`config.mk`:
```
export PLATFORM = sky130hd
export DESIGN_NAME = var_select_flat
export DESIGN_NICKNAME = d
export VERILOG_FILES = /design/src/rtl/var_select_pkg.sv /design/src/rtl/var_select_if.sv /design/src/rtl/var_select_prefix_scan.sv /design/src/rtl/var_select.sv /design/src/flat_wrapper.sv
export SDC_FILE = /design/constraint.sdc
export NUM_CORES = 2
export LEC_CHECK = 0
export ABC_AREA = 1
export BUFFER_PORTS_ARGS = -buffer_cell sky130_fd_sc_hd__buf_2
export CAP_MARGIN = 30
export CORE_AREA = 2 2 268 468
export CTS_CLUSTER_SIZE = 24
export DETAILED_ROUTE_END_ITERATION = 10
export DIE_AREA = 0 0 270 470
export GPL_TIMING_DRIVEN = 0
export PLACE_DENSITY = 0.79
export SYNTH_ARGS = -nofsm -noshare
export SYNTH_HDL_FRONTEND = slang
export SYNTH_SLANG_ARGS = --single-unit
export TNS_END_PERCENT = 30
```
`constraint.sdc`:
```
create_clock -name clk -period 7.73 [get_ports clk]
set_input_delay 0 -clock clk [delete_from_list [all_inputs] [get_ports clk]]
set_output_delay 0 -clock clk [all_outputs]
set_load 0.02 [all_outputs]
```
`src/rtl/var_select_pkg.sv`:
```
// Shared definitions for the variable selector: FSM states, default widths and
// the derived accumulator/product widths.
package var_select_pkg;

    typedef enum logic [2:0] {
        ST_COLLECT = 3'd0,
        ST_DRAIN   = 3'd1,
        ST_SCALE   = 3'd2,
        ST_SCAN    = 3'd3,
        ST_OUTPUT  = 3'd4
    } state_e;

    localparam int DEF_MAX_CAND      = 8;
    localparam int DEF_VAR_WIDTH     = 16;
    localparam int DEF_BREAK_WIDTH   = 16;
    localparam int DEF_BUFFER_DEPTH  = 2048;
    localparam int DEF_M_TABLE_WIDTH = 32;
    localparam int RAND_WIDTH        = 32;

    // Sum of up to max_cand weights of (m_table_width+1) bits each.
    function automatic int sum_width(input int m_table_width, input int max_cand);
        return m_table_width + 1 + $clog2(max_cand);
    endfunction

    function automatic int prod_width(input int m_table_width, input int max_cand);
        return sum_width(m_table_width, max_cand) + RAND_WIDTH;
    endfunction

    localparam int SUM_WIDTH  = sum_width(DEF_M_TABLE_WIDTH, DEF_MAX_CAND);
    localparam int PROD_WIDTH = prod_width(DEF_M_TABLE_WIDTH, DEF_MAX_CAND);

endpackage

```
`src/rtl/var_select_if.sv`:
```
// Candidate input stream and selection output handshake of the variable selector.
interface var_select_if #(
    parameter int VAR_WIDTH   = 16,
    parameter int BREAK_WIDTH = 16
);
    logic                   cand_valid_i;
    logic                   cand_ready_o;
    logic [VAR_WIDTH-1:0]   cand_var_i;
    logic [BREAK_WIDTH-1:0] cand_break_i;
    logic                   cand_last_i;
    logic                   sel_valid_o;
    logic                   sel_ready_i;
    logic [VAR_WIDTH-1:0]   sel_var_o;

    modport master (
        output cand_valid_i, cand_var_i, cand_break_i, cand_last_i, sel_ready_i,
        input  cand_ready_o, sel_valid_o, sel_var_o
    );

    modport slave (
        input  cand_valid_i, cand_var_i, cand_break_i, cand_last_i, sel_ready_i,
        output cand_ready_o, sel_valid_o, sel_var_o
    );
endinterface

```
`src/rtl/var_select_prefix_scan.sv`:
```
// Walks the weight buffer one entry per cycle and reports the first index whose
// running prefix sum exceeds the threshold; the last stored entry is taken as fallback.
module prefix_scan #(
    parameter int MAX_CAND = 8,
    parameter int W_WIDTH  = 33,
    parameter int SUM_W    = 36
) (
    input  logic                                clk,
    input  logic                                rst_n,
    input  logic                                clear,
    input  logic                                active,
    input  logic [MAX_CAND-1:0][W_WIDTH-1:0]    weights,
    input  logic [$clog2(MAX_CAND+1)-1:0]       count,
    input  logic [SUM_W-1:0]                    threshold,
    output logic [$clog2(MAX_CAND)-1:0]         idx,
    output logic                                done
);
    localparam int CNT_W = $clog2(MAX_CAND + 1);
    localparam int IDX_W = $clog2(MAX_CAND);

    logic [IDX_W-1:0] idx_r;
    logic [SUM_W-1:0] prefix_r;
    logic [SUM_W-1:0] prefix_next_s;
    logic             last_s;
    logic             hit_s;

    // Prefix including the current entry and the stop condition for this cycle.
    always_comb begin
        prefix_next_s = prefix_r + SUM_W'(weights[idx_r]);
        last_s        = (CNT_W'(idx_r) + CNT_W'(1)) >= count;
        hit_s         = (prefix_next_s > threshold) || last_s;
    end

    // Scan position and running prefix; cleared before each new scan.
    always_ff @(posedge clk) begin
        if (!rst_n) begin
            idx_r    <= '0;
            prefix_r <= '0;
        end else if (clear) begin
            idx_r    <= '0;
            prefix_r <= '0;
        end else if (active && !hit_s) begin
            idx_r    <= idx_r + IDX_W'(1);
            prefix_r <= prefix_next_s;
        end
    end

    assign idx  = idx_r;
    assign done = active && hit_s;
endmodule

```
`src/rtl/var_select.sv`:
```
// Variable selector: collects a clause's candidates, weights each by 1/m from an
// external table and draws one at random by weight; a break-0 variable wins outright.
module var_select
    import var_select_pkg::*;
#(
    parameter int MAX_CAND      = DEF_MAX_CAND,
    parameter int VAR_WIDTH     = DEF_VAR_WIDTH,
    parameter int BREAK_WIDTH   = DEF_BREAK_WIDTH,
    parameter int BUFFER_DEPTH  = DEF_BUFFER_DEPTH,
    parameter int M_TABLE_WIDTH = DEF_M_TABLE_WIDTH
) (
    input  logic                            clk,
    input  logic                            rst_n,
    var_select_if.slave                     bus,
    output logic                            m_en_o,
    output logic [$clog2(BUFFER_DEPTH)-1:0] m_addr_o,
    input  logic [M_TABLE_WIDTH:0]          m_data_i,
    input  logic [RAND_WIDTH-1:0]           rand_i,
    output logic                            err_overflow_o
);
    localparam int ADDR_W = $clog2(BUFFER_DEPTH);
    localparam int CNT_W  = $clog2(MAX_CAND + 1);
    localparam int IDX_W  = $clog2(MAX_CAND);
    localparam int W_W    = M_TABLE_WIDTH + 1;
    localparam int SUM_W  = sum_width(M_TABLE_WIDTH, MAX_CAND);
    localparam int PROD_W = prod_width(M_TABLE_WIDTH, MAX_CAND);

    state_e                            state_r, state_s;
    logic [CNT_W-1:0]                  cand_cnt_r, n_stored_r;
    logic [MAX_CAND-1:0][W_W-1:0]      w_r;
    logic [MAX_CAND-1:0][VAR_WIDTH-1:0] var_r;
    logic [SUM_W-1:0]                  sum_r, thr_r;
    logic                              pend_r, free_r, sel_valid_r, err_r;
    logic [VAR_WIDTH-1:0]              pend_var_r, free_var_r, sel_var_r;
    logic                              accept_s, slot_ok_s, lookup_s, scan_done_s;
    logic [IDX_W-1:0]                  scan_idx_s;

    // Acceptance and table lookup for the candidate on the bus this cycle.
    always_comb begin
        accept_s  = bus.cand_valid_i && (state_r == ST_COLLECT);
        slot_ok_s = cand_cnt_r < CNT_W'(MAX_CAND);
        lookup_s  = accept_s && slot_ok_s && (bus.cand_break_i != '0);
        m_en_o    = lookup_s;
        if (!lookup_s) begin
            m_addr_o = '0;
        end else if (bus.cand_break_i > BREAK_WIDTH'(BUFFER_DEPTH - 1)) begin
            m_addr_o = ADDR_W'(BUFFER_DEPTH - 1);
        end else begin
            m_addr_o = bus.cand_break_i[ADDR_W-1:0];
        end
    end

    // Next-state logic.
    always_comb begin
        state_s = state_r;
        case (state_r)
            ST_COLLECT: if (accept_s && bus.cand_last_i) state_s = ST_DRAIN;
                        else state_s = ST_COLLECT;
            ST_DRAIN:   if (free_r) state_s = ST_OUTPUT;
                        else if (n_stored_r == '0 && !pend_r) state_s = ST_COLLECT;
                        else state_s = ST_SCALE;
            ST_SCALE:   state_s = ST_SCAN;
            ST_SCAN:    if (scan_done_s) state_s = ST_OUTPUT;
                        else state_s = ST_SCAN;
            ST_OUTPUT:  if (bus.sel_ready_i) state_s = ST_COLLECT;
                        else state_s = ST_OUTPUT;
            default:    state_s = ST_COLLECT;
        endcase
    end

    // State register.
    always_ff @(posedge clk) begin
        if (!rst_n) state_r <= ST_COLLECT;
        else        state_r <= state_s;
    end

    // Clause datapath: weight capture, freebie latch, threshold and selection.
    always_ff @(posedge clk) begin
        if (!rst_n) begin
            cand_cnt_r  <= '0;
            n_stored_r  <= '0;
            w_r         <= '0;
            var_r       <= '0;
            sum_r       <= '0;
            thr_r       <= '0;
            pend_r      <= 1'b0;
            pend_var_r  <= '0;
            free_r      <= 1'b0;
            free_var_r  <= '0;
            sel_valid_r <= 1'b0;
            sel_var_r   <= '0;
            err_r       <= 1'b0;
        end else begin
            if (accept_s) begin
                if (slot_ok_s) cand_cnt_r <= cand_cnt_r + CNT_W'(1);
                else           err_r      <= 1'b1;
                if (slot_ok_s && bus.cand_break_i == '0 && !free_r) begin
                    free_r     <= 1'b1;
                    free_var_r <= bus.cand_var_i;
                end
            end
            // Table data arrives one cycle after the lookup; the var travels with it.
            pend_r <= lookup_s;
            if (lookup_s) pend_var_r <= bus.cand_var_i;
            if (pend_r) begin
                w_r[n_stored_r[IDX_W-1:0]]   <= m_data_i;
                var_r[n_stored_r[IDX_W-1:0]] <= pend_var_r;
                n_stored_r                   <= n_stored_r + CNT_W'(1);
                sum_r                        <= sum_r + SUM_W'(m_data_i);
            end
            if (state_r == ST_SCALE) begin
                thr_r <= SUM_W'((PROD_W'(sum_r) * PROD_W'(rand_i)) >> RAND_WIDTH);
            end
            if (state_r == ST_DRAIN && free_r) begin
                sel_valid_r <= 1'b1;
                sel_var_r   <= free_var_r;
            end else if (state_r == ST_SCAN && scan_done_s) begin
                sel_valid_r <= 1'b1;
                sel_var_r   <= var_r[scan_idx_s];
            end
            if (state_r == ST_OUTPUT && bus.sel_ready_i) begin
                sel_valid_r <= 1'b0;
                cand_cnt_r  <= '0;
                n_stored_r  <= '0;
                w_r         <= '0;
                sum_r       <= '0;
                free_r      <= 1'b0;
                pend_r      <= 1'b0;
            end
        end
    end

    prefix_scan #(
        .MAX_CAND (MAX_CAND),
        .W_WIDTH  (W_W),
        .SUM_W    (SUM_W)
    ) u_scan (
        .clk       (clk),
        .rst_n     (rst_n),
        .clear     (state_r == ST_SCALE),
        .active    (state_r == ST_SCAN),
        .weights   (w_r),
        .count     (n_stored_r),
        .threshold (thr_r),
        .idx       (scan_idx_s),
        .done      (scan_done_s)
    );

    assign bus.cand_ready_o = (state_r == ST_COLLECT);
    assign bus.sel_valid_o  = sel_valid_r;
    assign bus.sel_var_o    = sel_var_r;
    assign err_overflow_o   = err_r;
endmodule

```
`src/flat_wrapper.sv`:
```
// flat-port wrapper written by rule: the top's interface ports become plain ports
module var_select_flat import var_select_pkg::*;
#(
    parameter int MAX_CAND      = DEF_MAX_CAND,
    parameter int VAR_WIDTH     = DEF_VAR_WIDTH,
    parameter int BREAK_WIDTH   = DEF_BREAK_WIDTH,
    parameter int BUFFER_DEPTH  = DEF_BUFFER_DEPTH,
    parameter int M_TABLE_WIDTH = DEF_M_TABLE_WIDTH
)
  (clk, rst_n, m_en_o, m_addr_o, m_data_i, rand_i, err_overflow_o, bus_cand_valid_i, bus_cand_var_i, bus_cand_break_i, bus_cand_last_i, bus_sel_ready_i, bus_cand_ready_o, bus_sel_valid_o, bus_sel_var_o);
  var_select_if #(.VAR_WIDTH(VAR_WIDTH), .BREAK_WIDTH(BREAK_WIDTH)) bus_i ();
  input  logic clk;
  input  logic rst_n;
  output logic m_en_o;
  output logic [$clog2(BUFFER_DEPTH)-1:0] m_addr_o;
  input  logic [M_TABLE_WIDTH:0] m_data_i;
  input  logic [RAND_WIDTH-1:0] rand_i;
  output logic err_overflow_o;
  input wire logic [$bits(bus_i.cand_valid_i)-1:0] bus_cand_valid_i;
  input wire logic [$bits(bus_i.cand_var_i)-1:0] bus_cand_var_i;
  input wire logic [$bits(bus_i.cand_break_i)-1:0] bus_cand_break_i;
  input wire logic [$bits(bus_i.cand_last_i)-1:0] bus_cand_last_i;
  input wire logic [$bits(bus_i.sel_ready_i)-1:0] bus_sel_ready_i;
  output wire logic [$bits(bus_i.cand_ready_o)-1:0] bus_cand_ready_o;
  output wire logic [$bits(bus_i.sel_valid_o)-1:0] bus_sel_valid_o;
  output wire logic [$bits(bus_i.sel_var_o)-1:0] bus_sel_var_o;
  assign bus_i.cand_valid_i = bus_cand_valid_i;
  assign bus_i.cand_var_i = bus_cand_var_i;
  assign bus_i.cand_break_i = bus_cand_break_i;
  assign bus_i.cand_last_i = bus_cand_last_i;
  assign bus_i.sel_ready_i = bus_sel_ready_i;
  assign bus_cand_ready_o = bus_i.cand_ready_o;
  assign bus_sel_valid_o = bus_i.sel_valid_o;
  assign bus_sel_var_o = bus_i.sel_var_o;
  var_select #(.MAX_CAND(MAX_CAND), .VAR_WIDTH(VAR_WIDTH), .BREAK_WIDTH(BREAK_WIDTH), .BUFFER_DEPTH(BUFFER_DEPTH), .M_TABLE_WIDTH(M_TABLE_WIDTH)) u_core (.clk(clk), .rst_n(rst_n), .bus(bus_i), .m_en_o(m_en_o), .m_addr_o(m_addr_o), .m_data_i(m_data_i), .rand_i(rand_i), .err_overflow_o(err_overflow_o));
endmodule
```
# Word-level counts from Yosys, hierarchy flattened
# Cells that the tools add are included.
[classes]
addsub = 6
reduce_logical = 27
n_bitwise = 2
eq_ne = 4
multipliers = 1
n_lt_le_gt_ge = 7
mux = 22
[op_table]
columns = ["operator", "n"]
rows = [
  ["264-bit bitwise mux", 1],
  ["128-bit bitwise mux", 1],
  ["33-bit binary-select mux with 3-bit select", 1],
  ["33-bit demux with 3-bit select", 1],
  ["36-bit by 33-bit adder with 36-bit output", 2],
  ["36-bit by 32-bit multiplier with 68-bit output", 1],
  ["33-bit two-way mux", 2],
  ["16-bit two-way mux", 4],
  ["16-bit binary-select mux with 3-bit select", 1],
  ["16-bit demux with 3-bit select", 1],
  ["36-bit > comparator", 1],
  ["11-bit two-way mux", 2],
  ["16-bit by 11-bit > comparator with 1-bit output, second input constant", 1],
  ["16-bit logical NOT", 1],
  ["16-bit nonzero test", 1],
  ["3-bit one-hot mux with 5 select lines", 1],
  ["1-bit logical AND", 13],
  ["3-bit two-way mux", 3],
  ["4-bit by 1-bit adder with 4-bit output, second input constant", 2],
  ["3-bit by 4-bit < comparator with 1-bit output, second input constant", 2],
  ["3-bit by 2-bit == test with 1-bit output, second input constant", 2],
  ["2-bit AND reduction", 3],
  ["3-bit by 1-bit adder with 4-bit output, second input constant", 1],
  ["4-bit >= comparator", 1],
  ["other kinds (14)", 20],
]
[totals]
register_bits = 566
input_bits = 102

# Depth between registers and ports, before layout
[logic_depth]
depth_word = 9
ltp_mapped = 36
mapped_depth_nobuf = 31

# By module
# Synthesis repeated with hierarchy kept, for this count alone.
[hier_totals]
hier_cells = 9507
area_unflattened_um2 = 67609.8
[by_module_without_submodules]
columns = ["mod", "seq_area_each_um2", "n_inst", "cells_per_inst", "area_each_um2"]
rows = [
  ["var_select", 10550.1, 1, 8073, 60177.7],
  ["prefix_scan", 780.7, 1, 1434, 7432.1],
]

# Worst setup path before layout
# OpenSTA, ideal clock, no wires.
[synth_path]
path_type = "register -> register"
startpoint = "register u_core.sum_r[16]"
endpoint = "register u_core.thr_r[8]"
setup_ps = 115
n_path_buf = 2
synth_period_minus_slack_ps = 6577
path_stages_with_launch = 32
path_slack_ps = 1153
arrival_ps = 6461
cell_sequence = "dfxtp_1 clkbuf_1 clkbuf_1 nand2_1 fa_1 inv_1 fa_1 inv_1 fa_1 fa_1 inv_1 fa_1 inv_1 fa_1 inv_1 fa_1 inv_1 fa_1 inv_1 ha_1 nand2_1 inv_1 a21oi_1 o21ai_0 a21oi_1 o21ai_0 nand2_1 nand3_1 nand2_1 nand2_1 o21ai_0 inv_1"
[synth_between]
elab_chain_cells = 1
[synth_lines]
columns = ["item", "line", "source"]
rows = [
  ["start: declaration", "var_select.sv:32", "logic [SUM_W-1:0] sum_r, thr_r;"],
  ["start signal: assignment", "var_select.sv:109", "sum_r <= sum_r + SUM_W'(m_data_i);"],
  ["36-bit by 32-bit multiplier with 68-bit output", "var_select.sv:112", "thr_r <= SUM_W'((PROD_W'(sum_r) * PROD_W'(rand_i)) >> RAND_WIDTH);"],
  ["end signal: assignment", "var_select.sv:112", ""],
  ["end: declaration", "var_select.sv:32", ""],
]
# Every way passes these cells.
# A chain may end at the register's enable or synchronous reset.

# Worst setup path in the final report
[layout_path]
startpoint = "register u_core.u_scan.idx_r[0] (netlist: u_core.u_scan.idx[0])"
endpoint = "register u_core.u_scan.prefix_r[27]"
[layout_between]
elab_chain_cells = 7
elab_cells_between_ends = 9
cone_classes = "2 x add/sub; 2 x order compare; 2 x mux; 3 x reduce/logical"
[layout_lines]
columns = ["item", "line", "source"]
rows = [
  ["start: declaration", "var_select_prefix_scan.sv:21", "logic [IDX_W-1:0] idx_r;"],
  ["start signal: assignment", "var_select_prefix_scan.sv:43", "idx_r <= idx_r + IDX_W'(1);"],
  ["33-bit binary-select mux with 3-bit select", "var_select_prefix_scan.sv:29", "prefix_next_s = prefix_r + SUM_W'(weights[idx_r]);"],
  ["33-bit two-way mux (not written as such)", "var_select_prefix_scan.sv:29", ""],
  ["36-bit by 33-bit adder with 36-bit output", "var_select_prefix_scan.sv:29", ""],
  ["net u_core.u_scan.prefix_next_s[31]", "var_select_prefix_scan.sv:23", "logic [SUM_W-1:0] prefix_next_s;"],
  ["36-bit > comparator", "var_select_prefix_scan.sv:31", "hit_s = (prefix_next_s > threshold) || last_s;"],
  ["1-bit logical OR", "var_select_prefix_scan.sv:31", ""],
  ["1-bit logical NOT", "var_select_prefix_scan.sv:42", "end else if (active && !hit_s) begin"],
  ["1-bit logical AND", "var_select_prefix_scan.sv:42", ""],
  ["end signal: assignment", "var_select_prefix_scan.sv:44", "prefix_r <= prefix_next_s;"],
  ["end: declaration", "var_select_prefix_scan.sv:22", "logic [SUM_W-1:0] prefix_r;"],
]
# The timed path passes the listed nets, and every way through them passes these cells. The select of a mux whose other input is x is not followed.

==> metrics.csv <==
metric,value,unit
status,"complete, but fails checks",
violations,negative setup slack,
start_kind,flop,
gp_congestion,1.11,
finalSetupViolCount,52,
routed_wl,325000,um
rsz0062_at_grt,true,
avgSynthCellArea,7.23,um2
antenna_left,0,
dr.pass1.iters,9,
crit_family,simple AND/OR/NAND/NOR gates,
die_w,270,um
layout-drive-gt1-share,7.78,%
drc,0,
core,0.123,mm2
maxSlewViolCount,0,
cts_tree,done,
hold_viol,0,
initial_core_util,54.4,%
synth-seq-cells,566,
crit_path_max_fanout,10,
track_usage,52.1,%
criticalPathCategory,reg -> reg,
grt_start_max_net_pins,19,
fin_skew,0.0332,ns
max_freq,125,MHz
period_minus_slack,7.98,ns
min_period_over_period,103,%
synthesis.area,0.0671,mm2
antenna_found_initial,20,
postPlaceCellArea,0.0705,mm2
slowest_delay,0.87,ns
end_kind,flop,
hpwl,259000,um
synth_cell_types,60,
drt-wirelength-per-cell,28.8,um
overflow,0,
row_count,171,
synth_edf_count,0,
grt_pass1_wl,471000,um
setup_ws,-0.248,ns
synth_top_area_share,30.3,%
clock-sinks,566,
worstPathArrival,8.56,ns
crit_required,8.31,ns
drt-initial-drc-count,6397,
maxSlewHeadroom,21.8,%
syn_inst,9287,
synth_common_cells,"nand2_1, inv_1, nor2_1, fa_1, dfxtp_1",
min_path_type,in -> reg,
via_per_inst,5.91,
die_h,470,um
synthTopCellsByArea,"fa_1, dfxtp_1, nand2_1",
vias,66531,
power.leakage,0.0390,uW
synth_most_common_cell,nand2_1,
cts_made_buffers,46,
stdcell_area,0.0742,mm2
yosysTopAreaCell,fa_1,
area_growth,10.5,%
tightestPinTransition,1.17,ns
fp.dieArea,0.127,mm2
ys_warn_count,0,
grt_pass1_vias,69631,
cp_slowest_cell,a31oi_2,
ys_async_sr_fraction,0,%
cts-root-buf,clkbuf_16,
worstSkewPairLatency,0.65,ns
dp_cells,11096,
fin_nets,11064,
powerDensity,379,mW/mm2
syn_nets,10780,
crit_top_cell,nand2_2,
synth-seq-area-share,16.9,%
cts.path.max_buffers,3,
finalPower,28100,uW
fin_setup_tns,-7.94,ns
path_clk_slew,0.08,ns
ys.flop_type,dfxtp_1,
htreeDepth,2,
ios,133,
worst-path-buf-inv,6,
numPortBuffers,99,
final-instance-count-excl-fill,11265,
ir_drop,0.000810,V
maxCapViolations,0,
-- flip-flops by register name, summed over array words and instances, names as in the netlist, 3 cells and up --
name                    cells
u_core.cand_cnt_r           4
u_core.u_scan.prefix_r     36
u_core.w_r                264
u_core.state_r              3
u_core.pend_var_r          16
u_core.bus.sel_var_o       16
u_core.u_scan.idx           3
u_core.thr_r               36
u_core.sum_r               36
u_core.n_stored_r           4
u_core.var_r              128
u_core.free_var_r          16
-- kinds of logic after synthesis --
kind of cell,after synthesis,synth area share (%)
simple gates,3509,20.6
buf+inv,2467,14.1
fa+ha+maj,1391,37.3
compound gates,1288,10.3
flops,566,16.9
xor+xnor,66,0.895
-- placed cells by master, fill, tap and decap left out, types with 14 or more instances in the layout --
master	instances
clkbuf_2	30
o21ai_0	481
o22ai_1	67
buf_6	41
clkbuf_8	14
buf_4	56
buf_8	58
clkbuf_4	37
nor2_2	40
nand2_2	29
o21bai_1	26
nor3_1	20
ha_1	365
a21oi_2	34
dfxtp_1	557
nand4_1	19
xnor2_1	19
inv_1	1865
fa_2	37
inv_2	24
dlygate4sd3_1	44
fa_1	980
o21ai_1	45
a31oi_1	63
nand2_1	2216
diode_2	16
a21o_1	27
buf_2	189
clkbuf_1	307
nand3_1	141
a21oi_1	493
xor2_1	44
buf_1	31
nor2_1	1000
clkbuf_16	47
-- path summary, 6_finish.rpt --
check | endpoint | slack, ns | cells past startpoint | from
hold / removal | u_core.sum_r[9]$_SDFFE_PP0P_ | 0.02 | 5 | m_data_i[9]
hold reg to reg | u_core.err_overflow_o$_SDFFE_PN0P_ | 0.45 | 2 | u_core.err_overflow_o$_SDFFE_PN0P_
setup reg to reg | u_core.u_scan.prefix_r[27]$_SDFFE_PP0P_ | -0.25 | 31 | u_core.u_scan.idx[0]$_SDFFE_PP0P_
setup / recovery | u_core.u_scan.prefix_r[27]$_SDFFE_PP0P_ | -0.25 | 31 | u_core.u_scan.idx[0]$_SDFFE_PP0P_
-- worst reg2reg max path: cells and delay by family (launching register included) --
kind	cells	cell delay [ns]
xor+xnor	1	0.16
compound gates	4	1.74
simple gates	18	2.60
buf+inv	6	2.24
flops	1	0.40
fa+ha+maj	2	0.79
-- metal layers --
layer	track usage, %	share of wire [%]	vias up
li1	-	-	28253
met1	45.7	27	31605
met2	85.4	46	4375
met3	15.8	9.2	2282
met4	66.2	17	16
met5	0	0.062	-
-- through the flow --
stage | hold slack, ns | utilization [%] | worst slack (ns)
floorplan | 0.128 | - | 1.15
global placement | 0.250 | 56.4 | -1.43
detailed placement | 0.261 | 57.1 | -1.08
CTS | 0.00313 | 59.2 | 0.00352
global route | 0.0300 | 60.1 | -0.360
finish | 0.0167 | 60.1 | -0.248
-- final cells by class --
cell class,count,area [um2]
flip-flops and latches,566,11300
plain buffers,567,3030
repair buffers,240,2120
clock inverters,25,409
well taps,1643,2060
fillers,11771,49300
inverters,1896,7130
diodes,16,40.0
multi-input cells,6254,46800
clock buffers,58,1290
-- where the power goes --
group	leakage [uW]	switching [uW]	total, uW	internal, uW
clock	0.000827	1260	2780	1530
sequential	0.00458	34.9	3010	2980
combinational	0.0336	15100	22300	7250
-- repair_timing --
action,4_1_cts,5_1_grt
pin swaps,1,33
hold endpoints to repair,169,0
buffers inserted,1,9
resized for setup,211,371
setup endpoints to repair,36,71
hold buffers,44,0
Note: power is estimated with default switching activity, not from simulation.
